===== src/rtl/io_row_burst_master.sv =====
// Wishbone master that moves multi-row bursts between a row-wide data memory and the bus.
// The bus is held under one CYC_O ownership for the whole burst; a missing ACK aborts it with an error.
module io_row_burst_master #(
  parameter int unsigned WB_WIDTH = 32,
  parameter int unsigned ELEMENTS = 3,
  parameter int unsigned DADDR_W  = 7,
  parameter int unsigned ROWS_W   = 4,
  parameter int unsigned TIMEOUT  = 255
) (
  input  logic                         Clock,
  input  logic                         Reset,
  input  logic                         iStart,
  input  logic                         iWrite,
  input  logic [WB_WIDTH-1:0]          iBusAddress,
  input  logic [DADDR_W-1:0]           iMemAddress,
  input  logic [ROWS_W-1:0]            iRowCount,
  output logic                         oBusy,
  output logic                         oDone,
  output logic                         oError,
  output logic [DADDR_W-1:0]           oMemReadAddress,
  input  logic [ELEMENTS*WB_WIDTH-1:0] iMemReadData,
  output logic [DADDR_W-1:0]           oMemWriteAddress,
  output logic [ELEMENTS*WB_WIDTH-1:0] oMemWriteData,
  output logic                         oMemWriteEnable,
  output logic [WB_WIDTH-1:0]          ADR_O,
  output logic [WB_WIDTH-1:0]          DAT_O,
  input  logic [WB_WIDTH-1:0]          DAT_I,
  output logic                         WE_O,
  output logic                         STB_O,
  output logic                         CYC_O,
  input  logic                         ACK_I,
  input  logic                         GNT_I
);

  // The element counter must be able to hold ELEMENTS itself ("row finished").
  localparam int unsigned EW = $clog2(ELEMENTS + 1);
  localparam int unsigned IW = (ELEMENTS > 1) ? $clog2(ELEMENTS) : 1;
  localparam int unsigned TW = $clog2(TIMEOUT + 1);

  localparam logic [EW-1:0] ElemEnd = EW'(ELEMENTS);
  localparam logic [IW-1:0] LastIdx = IW'(ELEMENTS - 1);
  localparam logic [TW-1:0] TmoLast = TW'(TIMEOUT - 1);

  typedef enum logic [3:0] {
    StIdle,
    StReq,
    StFetch1,
    StFetch2,
    StXfer,
    StGap,
    StStore,
    StNext,
    StDone
  } state_e;

  state_e r_state, w_state_d;

  logic                               r_write;
  logic [WB_WIDTH-1:0]                r_bus_addr;
  logic [DADDR_W-1:0]                 r_mem_row;
  logic [ROWS_W-1:0]                  r_rows;
  logic [ROWS_W-1:0]                  r_row;
  logic [EW-1:0]                      r_elem;
  logic [TW-1:0]                      r_tmo;
  logic                               r_err;
  logic [ELEMENTS-1:0][WB_WIDTH-1:0]  r_buf;

  logic [IW-1:0] w_idx;
  logic [IW-1:0] w_slot;
  logic          w_timeout;

  // Element 0 is the most significant slice of the row.
  assign w_idx  = r_elem[IW-1:0];
  assign w_slot = LastIdx - w_idx;

  always_ff @(posedge Clock or negedge Reset) begin
    if (!Reset) begin
      r_state <= StIdle;
    end else begin
      r_state <= w_state_d;
    end
  end

  always_comb begin
    w_state_d       = r_state;
    w_timeout       = 1'b0;
    oBusy           = (r_state != StIdle);
    oDone           = 1'b0;
    oError          = 1'b0;
    oMemWriteEnable = 1'b0;
    ADR_O           = '0;
    DAT_O           = '0;
    WE_O            = 1'b0;
    STB_O           = 1'b0;
    CYC_O           = 1'b0;
    unique case (r_state)
      StIdle: begin
        if (iStart) w_state_d = StReq;
      end
      StReq: begin
        CYC_O = 1'b1;
        if (GNT_I) w_state_d = r_write ? StFetch1 : StXfer;
      end
      StFetch1: begin
        CYC_O     = 1'b1;
        w_state_d = StFetch2;
      end
      StFetch2: begin
        CYC_O     = 1'b1;
        w_state_d = StXfer;
      end
      StXfer: begin
        CYC_O = 1'b1;
        STB_O = 1'b1;
        WE_O  = r_write;
        ADR_O = r_bus_addr;
        DAT_O = r_buf[w_slot];
        if (ACK_I) begin
          w_state_d = StGap;
        end else if (r_tmo == TmoLast) begin
          w_state_d = StDone;
          w_timeout = 1'b1;
        end
      end
      StGap: begin
        CYC_O = 1'b1;
        if (r_elem == ElemEnd) w_state_d = r_write ? StNext : StStore;
        else                   w_state_d = StXfer;
      end
      StStore: begin
        CYC_O           = 1'b1;
        oMemWriteEnable = 1'b1;
        w_state_d       = StNext;
      end
      StNext: begin
        CYC_O = 1'b1;
        if (r_row == r_rows) w_state_d = StDone;
        else                 w_state_d = r_write ? StFetch1 : StXfer;
      end
      StDone: begin
        oDone     = 1'b1;
        oError    = r_err;
        w_state_d = StIdle;
      end
      default: w_state_d = StIdle;
    endcase
  end

  always_ff @(posedge Clock or negedge Reset) begin
    if (!Reset) begin
      r_write    <= 1'b0;
      r_bus_addr <= '0;
      r_mem_row  <= '0;
      r_rows     <= '0;
      r_row      <= '0;
      r_elem     <= '0;
      r_tmo      <= '0;
      r_err      <= 1'b0;
      r_buf      <= '0;
    end else begin
      case (r_state)
        StIdle: begin
          if (iStart) begin
            r_write    <= iWrite;
            r_bus_addr <= iBusAddress;
            r_mem_row  <= iMemAddress;
            r_rows     <= iRowCount;
            r_row      <= '0;
            r_elem     <= '0;
            r_tmo      <= '0;
            r_err      <= 1'b0;
          end
        end
        StFetch2: r_buf <= iMemReadData;
        StXfer: begin
          if (ACK_I) begin
            if (!r_write) r_buf[w_slot] <= DAT_I;
            r_bus_addr <= r_bus_addr + 1'b1;
            r_elem     <= r_elem + 1'b1;
          end else begin
            r_tmo <= r_tmo + 1'b1;
            if (w_timeout) r_err <= 1'b1;
          end
        end
        // Clearing here makes every STB_O rise start a fresh timeout window.
        StGap: r_tmo <= '0;
        StNext: begin
          r_tmo <= '0;
          if (r_row != r_rows) begin
            r_row     <= r_row + 1'b1;
            r_mem_row <= r_mem_row + 1'b1;
            r_elem    <= '0;
          end
        end
        default: ;
      endcase
    end
  end

  assign oMemReadAddress  = r_mem_row;
  assign oMemWriteAddress = r_mem_row;
  assign oMemWriteData    = r_buf;

endmodule


===== config.mk =====
export PLATFORM = sky130hd
export DESIGN_NAME = io_row_burst_master
export DESIGN_NICKNAME = d
export VERILOG_FILES = /design/src/rtl/io_row_burst_master.sv
export SDC_FILE = /design/constraint.sdc
export NUM_CORES = 1
export LEC_CHECK = 0
export ABC_AREA = 1
export CORE_MARGIN = 3
export CORE_UTILIZATION = 47
export CTS_BUF_LIST = sky130_fd_sc_hd__clkbuf_16
export CTS_CLUSTER_DIAMETER = 150
export DETAILED_ROUTE_END_ITERATION = 8
export PLACE_DENSITY = 0.84
export SLEW_MARGIN = 20
export SYNTH_ARGS = -nofsm -noshare
export SYNTH_HDL_FRONTEND = slang
export SYNTH_SLANG_ARGS = --single-unit

===== constraint.sdc =====
create_clock -name Clock -period 2.77 [get_ports Clock]
set_input_delay 0.277 -clock Clock [delete_from_list [all_inputs] [get_ports Clock]]
set_output_delay 0.277 -clock Clock [all_outputs]
set_load 0.02 [all_outputs]

## Word level (Yosys, flattened, before mapping)

Cells that the tools add are included.

- Flip-flop bits (word level): 159
- Bits in latches: 0
- Bits in writable memories: 0
- Memory bits (read-only): 0
- Input bits: 177
- Output and inout bits: 181
- Word-level logic and storage cells: 106
- Memories kept: 0

- Add/sub/neg operators: 6
- Multipliers: 0
- Div/mod/pow operators: 0
- Magnitude comparators: 2
- Equal/unequal tests: 20
- Shift-type cells: 0
- Mux-type cells: 48
- Bitwise logic cells: 0
- Reduce and logical (&&, ||, !) cells: 18

Operators by type and width:

| operator | number |
|---|---|
| $mux 32 | 6 |
| $mux 96 | 2 |
| $pmux 96 s2 | 1 |
| $bwmux 96 | 1 |
| $bmux 32 s2 | 1 |
| $demux 32 s2 | 1 |
| $pmux 32 s2 | 1 |
| $add 32x1->32 const B | 1 |
| $pmux 4 s8 | 1 |
| $mux 4 | 7 |
| $pmux 8 s3 | 1 |
| $eq 4x3->1 const B | 4 |
| $mux 8 | 2 |
| $reduce_and 3->1 | 5 |
| $mux 7 | 2 |
| $ne 2x2->1 const B | 7 |
| $pmux 7 s2 | 1 |
| $mux 1 | 13 |
| $add 8x1->8 const B | 1 |
| $eq 4x2->1 const B | 2 |
| $eq 8x8->1 const B | 1 |
| $mux 2 | 4 |
| $pmux 4 s2 | 1 |
| $reduce_and 4->1 | 2 |
| other kinds (23) | 26 |

## Depth between registers and ports, before layout

- Depth in word-level cells: 9
- Gate-level depth with buffers: 11
- Mapped depth without buffers: 11

## Worst setup path before layout

Ideal clock, no wire load.

- Path kind: register to output
- From: register r_elem[0]
- To: output DAT_O[10]
- Arrival time: 2.033 ns
- Data required time: 2.493 ns
- Setup slack: 0.460 ns
- Stages on the path, launching flop included: 8
- Buffers on the path: 2
- Cell sequence: dfrtp_1 -> clkbuf_1 -> inv_1 -> ha_1 -> nor2_1 -> clkbuf_1 -> nand2_1 -> a21oi_1

- Longest elaborated chain between the ends: 4

RTL lines:

| what | RTL line | text |
|---|---|---|
| from (decl) | 63 | `logic [EW-1:0] r_elem;` |
| from (signal assigned) | 179 | `r_elem <= r_elem + 1'b1;` |
| $sub 2x2->2 | 74 | `assign w_slot = LastIdx - w_idx;` |
| $bmux 32 s2 | 117 | `DAT_O = r_buf[w_slot];` |
| $mux 32 (not written as such) | 117 |  |
| $mux 32 | 96 | `unique case (r_state)` |
| to (decl) | 26 | `output logic [WB_WIDTH-1:0] DAT_O,` |

Every way passes these cells. The select of a mux whose other input is x is not followed.

## Worst setup path in the final report

- From: register r_state[0]
- To: output ADR_O[3]

- Longest elaborated chain between the ends: 2

RTL lines:

| what | RTL line | text |
|---|---|---|
| from (decl) | 56 | `state_e r_state, w_state_d;` |
| from (signal assigned) | 78 | `r_state <= StIdle;` |
| from (signal assigned) | 80 | `r_state <= w_state_d;` |
| $eq 4x3->1 | 96 |  |
| $mux 32 | 96 |  |
| to (decl) | 25 | `output logic [WB_WIDTH-1:0] ADR_O,` |

Every way passes these cells.

==> results.md <==
* Outcome: complete, no violations
* Post-synth top cells: nand2_1 (606), nor2_1 (163), o21ai_0 (163)
* Share of cells above drive strength 1 at 4.97%
* Pwr dens at 1120 nW/um^2
* Syn Inst Count at 1,622
* # clock sinks at 159
* Maximum vdd drop at 0.562 mV
* Worst Path Required at 2.49 ns
* Port Buffers at 357
* Most common cell in the synthesized netlist: nand2_1
* Number of antenna violations at the first check in global routing at 1
* Vias at 11,800
* Fin crit period at 2.69 ns
* CTS tree: done
* Row count at 53
* Starting DRT DRC Count at 806
* Crit path DAT at 2.41 ns
* Worst Hold Class: in2async
* N_diodes at 0
* Ports at 358
* Die Y at 155 um
* Via density at 5.34
* Area grow syn2layout at 41.5%
* Fin Setup TNS at 0 ns
* Largest net degree at the start of global routing at 176
* GP Congestion at 0.923
* Synthesized Nets at 1,808
* Die W at 155 um
* Layout Nets at 2,108
* Area contributors post-synth: dfrtp_1 (38%), nand2_1 (22%), o21ai_0 (7.9%)
* Die area at 23,900 um^2
* CTS buffer count at 17
* Slew HR at 45.5%
* Vias in the first global route at 11,100
* Avg WL per Cell at 17.0 um
* Unrepaired setup endpoints after global routing: no
* Yosys cell types at 33
* Post-synth top area share at 38.3%
* FMAX at 372 MHz
* Post-Syn Area per Cell at 6.40 um^2
* Ys flop type: dfrtp_1
* Post-detailed-route count of antenna-violating nets at 0
* Longest Clk Path Bufs at 2
* Critical Setup Path Class: reg2out
* Startpoint Class: register
* FF+latch count, synth at 159
* Seq/Total Area, Yosys at 38.3%
* Total grt overflow at 0
* Initial Util at 48.6%
* Clock Skews at 0.0155 ns
* Final Setup Violations at 0
* Max-cap violations at 0
* Final WL at 37,600 um
* TritonRoute pass-1 iters at 5
* Power Total at 16.4 mW
* CP endpoint kind: output port
* GR Util All Layers at 30.1%
* Reg clk slew, reported paths at 0.06 ns
* Global-route wire length before repair at 58,300 um
* Leakage at 7.02 nW
* Clock Latency Late Sink at 0.42 ns
* Ys Warns at 0
* HPWL Detailed at 26,900 um
* Placement Setup Slack at 0.211 ns
* CTS H-tree lvls at 4
* Core ar. at 21,400 um^2
* Post-synthesis async set-or-reset flop share at 100%
* Final hold violation count at 0
* Final worst slack at 0.0825 ns
* Syn Std Cell Area at 10,400 um^2
* Root Buffer: clkbuf_16
* Final Max Tran Viols at 0
* Post-synth top area cell: dfrtp_1
* CP max FO at 88
* Measured slew at the worst slew-check pin at 0.817 ns
* Post-synth EDFFs at 0
* Final period util at 97.0%
* DRC at 0
-- path summary, 6_finish.rpt --
kind / start / end / slack (ns) / depth (start not counted)
worst max-delay path: r_state[0] / ADR_O[3] / 0.08 / 5
worst min-delay path: Reset / r_bus_addr[12] / 0.35 / 2
worst max register to register: r_state[0] / oMemWriteData[58] / 0.33 / 8
worst min register to register: oMemWriteData[78] / oMemWriteData[78] / 0.51 / 2
max in group asynchronous: Reset / r_bus_addr[1] / 1.62 / 3
min in group Clock: iRowCount[3] / r_rows[3] / 0.44 / 3
-- per-stage QoR --
stage / instances / util, % / cell area, um^2 / hold WS [ns]
finish: 2207 / 68.8 / 14700 / 0.352
CTS: 2205 / 68.5 / 14600 / 0.360
global route: 2207 / 68.8 / 14700 / 0.378
global placement: 2175 / 65.8 / 14100 / 0.218
floorplan: 1622 / - / 10400 / -0.0186
detailed placement: 2175 / 65.8 / 14100 / 0.223
-- registers in the layout, indices dropped and copies added (netlist names) --
| name | cells |
|---|---|
| oMemReadAddress | 7 |
| r_write | 1 |
| oMemWriteData | 96 |
| r_elem | 2 |
| r_bus_addr | 32 |
| r_err | 1 |
| r_rows | 4 |
| r_tmo | 8 |
| r_row | 4 |
| r_state | 4 |
-- critical path, stage by stage, from the launching register on --
cell             delay, ns
dfrtp_1               0.47
nor2_4                0.24
nand2_8               0.11
buf_16                0.24
nor2_1                0.25
clkdlybuf4s50_1       0.64
-- logic make-up (layout without fill, tap and decap cells) --
family                     after synthesis  after routing  share of synthesized area, %
adders and majority gates                9              9                          1.08
xor gates and xnor gates                 5              5                         0.422
DFF                                    159            159                          38.3
and+or+nand+nor                        864            864                          33.1
muxes                                    1              1                        0.0964
buffers and inverters                  224            534                          9.46
AOI/OAI and AO/OA                      360            360                          17.5
-- timing repair --
item | CTS | global route
gates cloned | 0 | 1
endpoints found under the setup margin | 40 | 34
setup buffers | 0 | 0
resized for setup | 31 | 19
pin swaps | 0 | 0
hold buffers | 1 | 0
hold endpoints to repair | 38 | 0
-- final cells by class --
type / count / area, um^2
clock buffers: 17 / 425
clock inverters: 12 / 171
fillers: 1859 / 6660
inverters: 122 / 458
multi-input cells: 1239 / 5480
flip-flops and latches: 159 / 3980
well taps: 275 / 344
repair buffers: 383 / 3840
-- power by group --
part	internal [mW]	switching, mW	total [mW]
clock network	1.49	0.957	2.45
logic	3.57	5.99	9.56
registers	3.36	1.02	4.39
-- layer usage --
layer	wire length, um	share of wire [%]	vias up	GRT usage (%)
met1	15000	40	5343	38.8
met5	13	0.035	-	0
met2	18000	48	606	50.4
met3	3650	9.7	70	6.88
li1	-	-	5757	-
met4	973	2.6	2	9.38
-- placed cells by master (no fill, tap or decap), drive strengths merged, types with 4 or more instances in the layout --
| master | Yosys | routed |
|---|---|---|
| nand2 | 611 | 611 |
| a21oi | 76 | 76 |
| clkbuf | 43 | 22 |
| o21ai | 278 | 278 |
| nor2 | 174 | 174 |
| xor2 | 4 | 4 |
| bufinv | 0 | 4 |
| inv | 122 | 124 |
| nand3 | 38 | 38 |
| clkinv | 0 | 4 |
| dlygate4sd2 | 0 | 24 |
| dlymetal6s2s | 0 | 6 |
| clkdlybuf4s50 | 0 | 321 |
| nor3 | 12 | 12 |
| ha | 9 | 9 |
| dfrtp | 159 | 159 |
| or2 | 5 | 5 |
| buf | 59 | 25 |
| nand4 | 21 | 21 |
(Power assumes the default switching activity.)
